**src/rtl/inst_prefetch_queue_if.sv**
```systemverilog
// ---------------------------------------------------------------------------
// inst_prefetch_queue_if
// Bundles the fetch/decode side of the instruction prefetch queue.
//   queue_in        fetch byte to push
//   queue_push      push strobe
//   queue_pull      retire strobe
//   queue_pull_len  bytes to retire (0 = no-op)
//   queue_flush     discard all contents
//   queue_out       decode window, oldest byte in the low DATA_W bits
//   queue_valid     per-window-byte valid flags
//   queue_count     entries held
//   queue_full      count == DEPTH
//   queue_empty     count == 0
//   queue_overflow  one-cycle pulse: a push was dropped
//   queue_underflow one-cycle pulse: a pull was rejected
// master = fetch/decode side (drives requests), slave = the queue.
// ---------------------------------------------------------------------------
interface inst_prefetch_queue_if #(
  parameter int DATA_W   = 8,
  parameter int DEPTH    = 16,
  parameter int PULL_MAX = 3,
  parameter int LEN_W    = 2
);
  logic [DATA_W-1:0]          queue_in;
  logic                       queue_push;
  logic                       queue_pull;
  logic [LEN_W-1:0]           queue_pull_len;
  logic                       queue_flush;
  logic [PULL_MAX*DATA_W-1:0] queue_out;
  logic [PULL_MAX-1:0]        queue_valid;
  logic [$clog2(DEPTH):0]     queue_count;
  logic                       queue_full;
  logic                       queue_empty;
  logic                       queue_overflow;
  logic                       queue_underflow;

  modport master (
    output queue_in, queue_push, queue_pull, queue_pull_len, queue_flush,
    input  queue_out, queue_valid, queue_count, queue_full, queue_empty,
           queue_overflow, queue_underflow
  );

  modport slave (
    input  queue_in, queue_push, queue_pull, queue_pull_len, queue_flush,
    output queue_out, queue_valid, queue_count, queue_full, queue_empty,
           queue_overflow, queue_underflow
  );
endinterface

```
**src/rtl/inst_prefetch_queue.sv**
```systemverilog
// ---------------------------------------------------------------------------
// inst_prefetch_queue
// Instruction-byte prefetch queue between fetch and the prime decoder.
// Fetch pushes one byte per cycle; decode sees the oldest PULL_MAX bytes as
// a window and retires 1..PULL_MAX of them per cycle. Flush empties the
// queue in one cycle.
// Ports:
//   queue_clk    rising-edge clock
//   queue_reset  asynchronous active-high reset
//   bus          slave side of inst_prefetch_queue_if (data, strobes, status)
// ---------------------------------------------------------------------------
module inst_prefetch_queue #(
  parameter int DATA_W   = 8,
  parameter int DEPTH    = 16,
  parameter int PULL_MAX = 3,
  parameter int LEN_W    = 2
) (
  input  logic                   queue_clk,
  input  logic                   queue_reset,
  inst_prefetch_queue_if.slave   bus
);
  localparam int PTR_W = $clog2(DEPTH);
  localparam int CNT_W = PTR_W + 1;

  logic [DATA_W-1:0] r_mem [DEPTH];
  logic [PTR_W-1:0]  r_rd_ptr;
  logic [PTR_W-1:0]  r_wr_ptr;
  logic [CNT_W-1:0]  r_count;
  logic              r_overflow;
  logic              r_underflow;

  logic              w_full;
  logic              w_push_ok;
  logic              w_push_drop;
  logic              w_pull_req;
  logic              w_pull_bad;
  logic              w_pull_ok;
  logic [CNT_W-1:0]  w_len_ext;
  logic [CNT_W-1:0]  w_count_next;
  logic [PULL_MAX-1:0] w_valid;

  assign w_full    = (r_count == CNT_W'(DEPTH));
  assign w_len_ext = CNT_W'(bus.queue_pull_len);

  // Flush wins over everything, and suppresses error pulses too.
  assign w_push_ok   = bus.queue_push & ~w_full & ~bus.queue_flush;
  assign w_push_drop = bus.queue_push &  w_full & ~bus.queue_flush;

  // A zero-length pull is a silent no-op. Length is checked against the
  // current count only, so a byte pushed this cycle can never be retired.
  assign w_pull_req = bus.queue_pull & ~bus.queue_flush & (bus.queue_pull_len != '0);
  assign w_pull_bad = w_pull_req &
                      ((w_len_ext > CNT_W'(PULL_MAX)) | (w_len_ext > r_count));
  assign w_pull_ok  = w_pull_req & ~w_pull_bad;

  assign w_count_next = r_count + CNT_W'(w_push_ok) - (w_pull_ok ? w_len_ext : '0);

  always_ff @(posedge queue_clk or posedge queue_reset) begin
    if (queue_reset) begin
      r_rd_ptr    <= '0;
      r_wr_ptr    <= '0;
      r_count     <= '0;
      r_overflow  <= 1'b0;
      r_underflow <= 1'b0;
    end else begin
      if (bus.queue_flush) begin
        r_rd_ptr <= '0;
        r_wr_ptr <= '0;
        r_count  <= '0;
      end else begin
        if (w_push_ok) r_wr_ptr <= r_wr_ptr + 1'b1;
        if (w_pull_ok) r_rd_ptr <= r_rd_ptr + PTR_W'(bus.queue_pull_len);
        r_count <= w_count_next;
      end
      r_overflow  <= w_push_drop;
      r_underflow <= w_pull_bad;
    end
  end

  // Storage carries no reset; the window masks stale entries via count.
  always_ff @(posedge queue_clk) begin
    if (w_push_ok) r_mem[r_wr_ptr] <= bus.queue_in;
  end

  // Window byte gi reads rd_ptr+gi; the pointer-width add wraps naturally,
  // so a window straddling DEPTH-1 -> 0 needs no special case.
  for (genvar gi = 0; gi < PULL_MAX; gi++) begin : g_window
    localparam logic [PTR_W-1:0] OFF = PTR_W'(gi);
    logic [PTR_W-1:0] w_idx;
    assign w_idx       = r_rd_ptr + OFF;
    assign w_valid[gi] = (r_count > CNT_W'(gi));
    assign bus.queue_out[gi*DATA_W +: DATA_W] = w_valid[gi] ? r_mem[w_idx] : '0;
  end

  assign bus.queue_valid     = w_valid;
  assign bus.queue_count     = r_count;
  assign bus.queue_full      = w_full;
  assign bus.queue_empty     = (r_count == '0);
  assign bus.queue_overflow  = r_overflow;
  assign bus.queue_underflow = r_underflow;
endmodule

```
**src/flat_wrapper.sv**
```systemverilog
// flat-port wrapper written by rule: the top's interface ports become plain ports
module inst_prefetch_queue_flat 
#(
  parameter int DATA_W   = 8,
  parameter int DEPTH    = 16,
  parameter int PULL_MAX = 3,
  parameter int LEN_W    = 2
)
  (queue_clk, queue_reset, bus_queue_in, bus_queue_push, bus_queue_pull, bus_queue_pull_len, bus_queue_flush, bus_queue_out, bus_queue_valid, bus_queue_count, bus_queue_full, bus_queue_empty, bus_queue_overflow, bus_queue_underflow);
  inst_prefetch_queue_if #(.DATA_W(DATA_W), .DEPTH(DEPTH), .PULL_MAX(PULL_MAX), .LEN_W(LEN_W)) bus_i ();
  input  logic queue_clk;
  input  logic queue_reset;
  input wire logic [$bits(bus_i.queue_in)-1:0] bus_queue_in;
  input wire logic [$bits(bus_i.queue_push)-1:0] bus_queue_push;
  input wire logic [$bits(bus_i.queue_pull)-1:0] bus_queue_pull;
  input wire logic [$bits(bus_i.queue_pull_len)-1:0] bus_queue_pull_len;
  input wire logic [$bits(bus_i.queue_flush)-1:0] bus_queue_flush;
  output wire logic [$bits(bus_i.queue_out)-1:0] bus_queue_out;
  output wire logic [$bits(bus_i.queue_valid)-1:0] bus_queue_valid;
  output wire logic [$bits(bus_i.queue_count)-1:0] bus_queue_count;
  output wire logic [$bits(bus_i.queue_full)-1:0] bus_queue_full;
  output wire logic [$bits(bus_i.queue_empty)-1:0] bus_queue_empty;
  output wire logic [$bits(bus_i.queue_overflow)-1:0] bus_queue_overflow;
  output wire logic [$bits(bus_i.queue_underflow)-1:0] bus_queue_underflow;
  assign bus_i.queue_in = bus_queue_in;
  assign bus_i.queue_push = bus_queue_push;
  assign bus_i.queue_pull = bus_queue_pull;
  assign bus_i.queue_pull_len = bus_queue_pull_len;
  assign bus_i.queue_flush = bus_queue_flush;
  assign bus_queue_out = bus_i.queue_out;
  assign bus_queue_valid = bus_i.queue_valid;
  assign bus_queue_count = bus_i.queue_count;
  assign bus_queue_full = bus_i.queue_full;
  assign bus_queue_empty = bus_i.queue_empty;
  assign bus_queue_overflow = bus_i.queue_overflow;
  assign bus_queue_underflow = bus_i.queue_underflow;
  inst_prefetch_queue #(.DATA_W(DATA_W), .DEPTH(DEPTH), .PULL_MAX(PULL_MAX), .LEN_W(LEN_W)) u_core (.queue_clk(queue_clk), .queue_reset(queue_reset), .bus(bus_i));
endmodule
```
**config.mk**
```make
export PLATFORM = sky130hd
export DESIGN_NAME = inst_prefetch_queue_flat
export DESIGN_NICKNAME = d
export VERILOG_FILES = /design/src/rtl/inst_prefetch_queue_if.sv /design/src/rtl/inst_prefetch_queue.sv /design/src/flat_wrapper.sv
export SDC_FILE = /design/constraint.sdc
export NUM_CORES = 1
export LEC_CHECK = 0
export ABC_AREA = 1
export ABC_CLOCK_PERIOD_IN_PS = 3400
export CORE_AREA = 2 2 111 134
export CTS_BUF_LIST = sky130_fd_sc_hd__clkbuf_8
export DETAILED_ROUTE_END_ITERATION = 16
export DIE_AREA = 0 0 113 136
export PLACE_DENSITY = 0.87
export SLEW_MARGIN = 20
export SYNTH_ARGS = -nofsm -noshare
export SYNTH_HDL_FRONTEND = slang
export SYNTH_SLANG_ARGS = --single-unit
```
**constraint.sdc**
```tcl
create_clock -name queue_clk -period 3.4 [get_ports queue_clk]
set_clock_uncertainty 0.05 [all_clocks]
set_input_delay 0.51 -clock queue_clk [delete_from_list [all_inputs] [get_ports queue_clk]]
set_output_delay 0.51 -clock queue_clk [all_outputs]
set_load 0.05 [all_outputs]
```
# After elaboration in Yosys (flattened, before gate mapping)

Memory sizes are Yosys's and may differ from the RTL's.
Cells that the tools add are included.

Add/sub/neg operators: 6
Order comparisons: 5
Eq/ne operators: 1
Muxes and demuxes: 11
Bitwise gates (word level): 12
Reductions and logical operators: 4

Operators with widths:

| kind                | number |
|---|---|
| $mux 8              | 3 |
| $mux 4              | 4 |
| $gt 5x1->1 const B  | 2 |
| $add 4x1->4 const B | 2 |
| $and 1x1->1         | 8 |
| $reduce_bool 2->1   | 3 |
| $add 5x1->5         | 1 |
| $eq 5x5->1 const B  | 1 |
| $gt 2x5->1          | 1 |
| $gt 5x2->1 const B  | 1 |
| $logic_not 5->1     | 1 |
| $mux 5              | 1 |
| $sub 5x5->5         | 1 |
| $add 4x2->4         | 1 |
| $add 4x2->4 const B | 1 |
| $not 1->1           | 3 |
| $gt 2x2->1 const B  | 1 |
| $mux 1              | 2 |
| $mux 2              | 1 |
| $or 1x1->1          | 1 |

Bits in registers: 15
RAM bits: 128
Input port bits: 15
Memories kept: 1

Memory list:

| name         | depth | width | read ports | clocked after Yosys merged registers in | write ports | line                      | source |
|---|---|---|---|---|---|---|---|
| u_core.r_mem | 16    | 8     | 3          | 0                                       | 1           | inst_prefetch_queue.sv:25 | `logic [DATA_W-1:0] r_mem [DEPTH];` |

# Depth between registers and ports, before layout

Depth in word-level cells: 9
Mapped depth: 18
Mapped depth without buffers: 18

# Worst setup path after synthesis

OpenSTA, ideal clock, no wires.

Kind: reg-to-output
Start point: reg u_core.r_count[2] (netlist: u_core.bus.queue_count[2])
End point: out bus_queue_out[0]
Arrival time: 3.558 ns
Required time: 2.840 ns
Setup slack: -0.718 ns
Stages on the path, launching flop included: 8
Cell sequence: dfrtp_1 inv_1 ha_1 nand2_1 nor3_1 clkinv_1 nand2_1 nor2_1

Longest elaborated chain between the ends: 2

RTL lines:

| what                   | line                      | source |
|---|---|---|
| start, declared        | inst_prefetch_queue.sv:28 | `logic [CNT_W-1:0] r_count;` |
| start signal, assigned | inst_prefetch_queue.sv:73 | `r_count <= w_count_next;` |
| $gt 5x1->1             | inst_prefetch_queue.sv:91 | `assign w_valid[gi] = (r_count > CNT_W'(gi));` |
| via bus_queue_valid[0] | flat_wrapper.sv:19        | `output wire logic [$bits(bus_i.queue_valid)-1:0] bus_queue_valid;` |
| $mux 8                 | inst_prefetch_queue.sv:92 | `assign bus.queue_out[gi*DATA_W +: DATA_W] = w_valid[gi] ? r_mem[w_idx] : '0;` |
| end, declared          | flat_wrapper.sv:18        | `output wire logic [$bits(bus_i.queue_out)-1:0] bus_queue_out;` |

The timed path passes the listed nets, and every way through them passes these cells.

# Worst setup path after layout

Start point: reg u_core.r_rd_ptr[0]
End point: out bus_queue_out[9]

Longest elaborated chain between the ends: 3

RTL lines:

| what                   | line                      | source |
|---|---|---|
| start, declared        | inst_prefetch_queue.sv:26 | `logic [PTR_W-1:0] r_rd_ptr;` |
| start signal, assigned | inst_prefetch_queue.sv:72 | `if (w_pull_ok) r_rd_ptr <= r_rd_ptr + PTR_W'(bus.queue_pull_len);` |
| $add 4x1->4            | inst_prefetch_queue.sv:90 | `assign w_idx = r_rd_ptr + OFF;` |
| $mem_v2 16x8           | -                         |  |
| $mux 8                 | inst_prefetch_queue.sv:92 |  |

Every way passes these cells.

==> out/metrics.csv <==
metric,value,unit
"Req. time, crit path",2.84,ns
CP bufs+invs,3,
post-route ant nets,0,
Final nets,1128,
"worst slack, placed",0.0543,ns
CP arrival,2.74,ns
Inserted Diodes,0,
Worst path max stage delay,0.59,ns
crit end category,primary output,
Synth Register Bits,143,
post-CTS resize count,3,
max frequency,303,MHz
critical path class,flip-flop to primary output,
Root Driver,clkbuf_8,
die height,136,um
gpl congestion,0.915,
Syn Nets,1076,
Synth Instances,1040,
Worst-Margin Slew,0.766,ns
initial antenna violation count,0,
peak fanout along the critical path,21,
cell area after synthesis,8320,sq um
CTS Buf Count,17,
"Reg clk slew, reported paths",0.08,ns
CTS Buffer Depth,2,
Clock Sinks,143,
grt total ovfl,0,
number of port buffers,50,
Final Critical Period,3.30,ns
layout cells sized above 1,9.78,%
I/O pins,51,
die area,15400,sq um
post-DP HPWL,15.8,mm
first-pass GRT wire length,37.3,mm
1st-iter DRT viols,1078,
most frequent cells in the layout,"332 x nand2_1, 232 x nand3_1, 128 x edfxtp_1",
worst path cell trace,"clkinv_2, o21ai_4, inv_2, nand3_1, nand2_1, nor2_1, buf_12",
post-route cell area,9660,sq um
"Core Util, Final",68.1,%
Initial Util,58.7,%
Core ar.,14200,sq um
kind of cell adding the most delay to the critical path,buffers and inverters,
Mapped Avg Cell Area,8.00,sq um
count of cell types in the netlist,32,
endpoints failing setup,0,
largest net degree at the start of global routing,119,
final hold violation count,0,
Rows,48,
sequential share of the synthesized area,50.7,%
Routed WL,24.6,mm
DRC Markers,2,
Vias/cell,6.17,
Fillers,1110,
Non-Filler Instances,1279,
Slew Limit Fails,0,
status,finished with violations,
Cell Pwr Density,760,nW/um^2
Clock Latency Late Sink,0.44,ns
Startpoint Class,flip-flop,
unrepaired setup endpoints after global routing,no,
Max transition margin,48.9,%
setup TNS,0,ns
DRT Pass-1 Iters,13,
Horiz. Die Dim,113,um
worst-path cell with the longest stage delay,dfrtp_4,
vias in the first global route,7231,
# Post-CTS Setup Buffers,0,
HP Class,input port to async pin,
wire per inst,19.2,um
Yosys warnings,0,
# placed instances,1248,
Worst VDD drop,0.000673,V
"commonest non-fill, non-tap cell in the layout",nand2_1,
vias,7895,
failing checks,DRC,
hold-fix buffers at CTS,0,
final worst path period share,97.1,%
area grow syn2layout,16.1,%
GRT Total Usage,32.2,%
Leak Pwr,4.08,nW
Setup WS post-layout,0.0976,ns
Max Cap Viol,0,
H-tree Lvls,4,
placed inst area,9280,sq um
CTS tree,done,
[registers in the layout, indices dropped and copies added, names as in the netlist]
register,flops
u_core.r_mem,128
u_core.r_wr_ptr,4
u_core.r_rd_ptr,4
u_core.bus.queue_overflow,1
u_core.bus.queue_count,5
u_core.bus.queue_underflow,1
[cell families after synthesis]
family,Yosys count,synth area share (%)
simple gates,671,34.1
fa+ha+maj,21,3.34
buf+inv,115,5.67
flops,143,50.7
compound gates,87,5.64
xor+xnor,3,0.497
[layout make-up]
type / instances / area (sq um) / area share (%)
Inverter: 57 / 219 / 2.27
Sequential cell: 143 / 4220 / 43.7
Clock buffer: 17 / 234 / 2.42
Clock inverter: 14 / 111 / 1.15
Timing Repair Buffer: 91 / 985 / 10.2
Multi-Input combinational cell: 782 / 3660 / 38.0
Tap cell: 175 / 219 / 2.27
[worst reg2reg max path: cells and delay by family, from the launching register on]
family | cells | cell delay (ns)
fa+ha+maj | 4 | 0.93
compound gates | 3 | 0.32
buf+inv | 5 | 0.38
flops | 1 | 0.43
simple gates | 6 | 0.69
[per-layer routing]
layer / up-vias / share of wire [%] / global-route usage (%)
li1: 3627 / - / -
met1: 3536 / 34 / 39.7
met2: 602 / 46 / 51.5
met3: 130 / 12 / 6.29
met4: 0 / 6.9 / 21.7
met5: - / 0 / 0
[cell usage after synthesis]
cell type / number / area share [%]
o211ai_1: 9 / 0.81
o21ai_2: 1 / 0.11
nor3_1: 4 / 0.24
or2_1: 1 / 0.075
and2_1: 1 / 0.075
a31oi_1: 1 / 0.075
clkbuf_1: 23 / 1.0
edfxtp_1: 128 / 46
nor2_2: 2 / 0.15
or2_2: 1 / 0.075
buf_6: 1 / 0.14
buf_2: 26 / 1.6
a21oi_1: 28 / 1.7
inv_1: 48 / 2.2
o21ai_0: 21 / 1.3
nand2_1: 332 / 15
xor2_1: 1 / 0.11
buf_1: 8 / 0.36
inv_2: 7 / 0.32
o21bai_1: 1 / 0.090
nor2_1: 93 / 4.2
nand4_1: 4 / 0.30
xnor2_2: 1 / 0.20
o21ai_1: 25 / 1.5
ha_1: 19 / 2.9
xor2_2: 1 / 0.20
nor4_1: 1 / 0.075
clkinv_1: 2 / 0.090
a21oi_2: 1 / 0.11
fa_1: 2 / 0.48
dfrtp_1: 15 / 4.5
nand3_1: 232 / 14
[per-stage QoR]
stage | power, W | hold WS (ns)
4_1_cts | 0.00728 | 0.396
3_3_place_gp | 0.00601 | 0.560
3_5_place_dp | 0.00607 | 0.573
2_1_floorplan | 0.00455 | 0.361
6_report | 0.00734 | 0.393
5_1_grt | 0.00765 | 0.473
[worst paths after layout]
check	start	end	slack (ns)	cells after the start
max in group asynchronous	queue_reset	u_core.r_rd_ptr[0]	2.42	2
min in group queue_clk	bus_queue_pull	u_core.bus.queue_underflow	0.58	3
worst max register to register	u_core.bus.queue_count[4]	u_core.bus.queue_count[4]	0.50	18
worst max-delay path	u_core.r_rd_ptr[0]	bus_queue_out[9]	0.1	7
worst min register to register	u_core.r_wr_ptr[2]	u_core.r_wr_ptr[2]	0.60	2
worst min-delay path	queue_reset	u_core.r_wr_ptr[2]	0.39	2
[power breakdown]
group	switching, W	internal [W]
clock network	0.000608	0.000621
logic	0.00269	0.00137
registers	0.0000724	0.00198
total	0.00337	0.00396
Power figures use the tool's default switching activity.
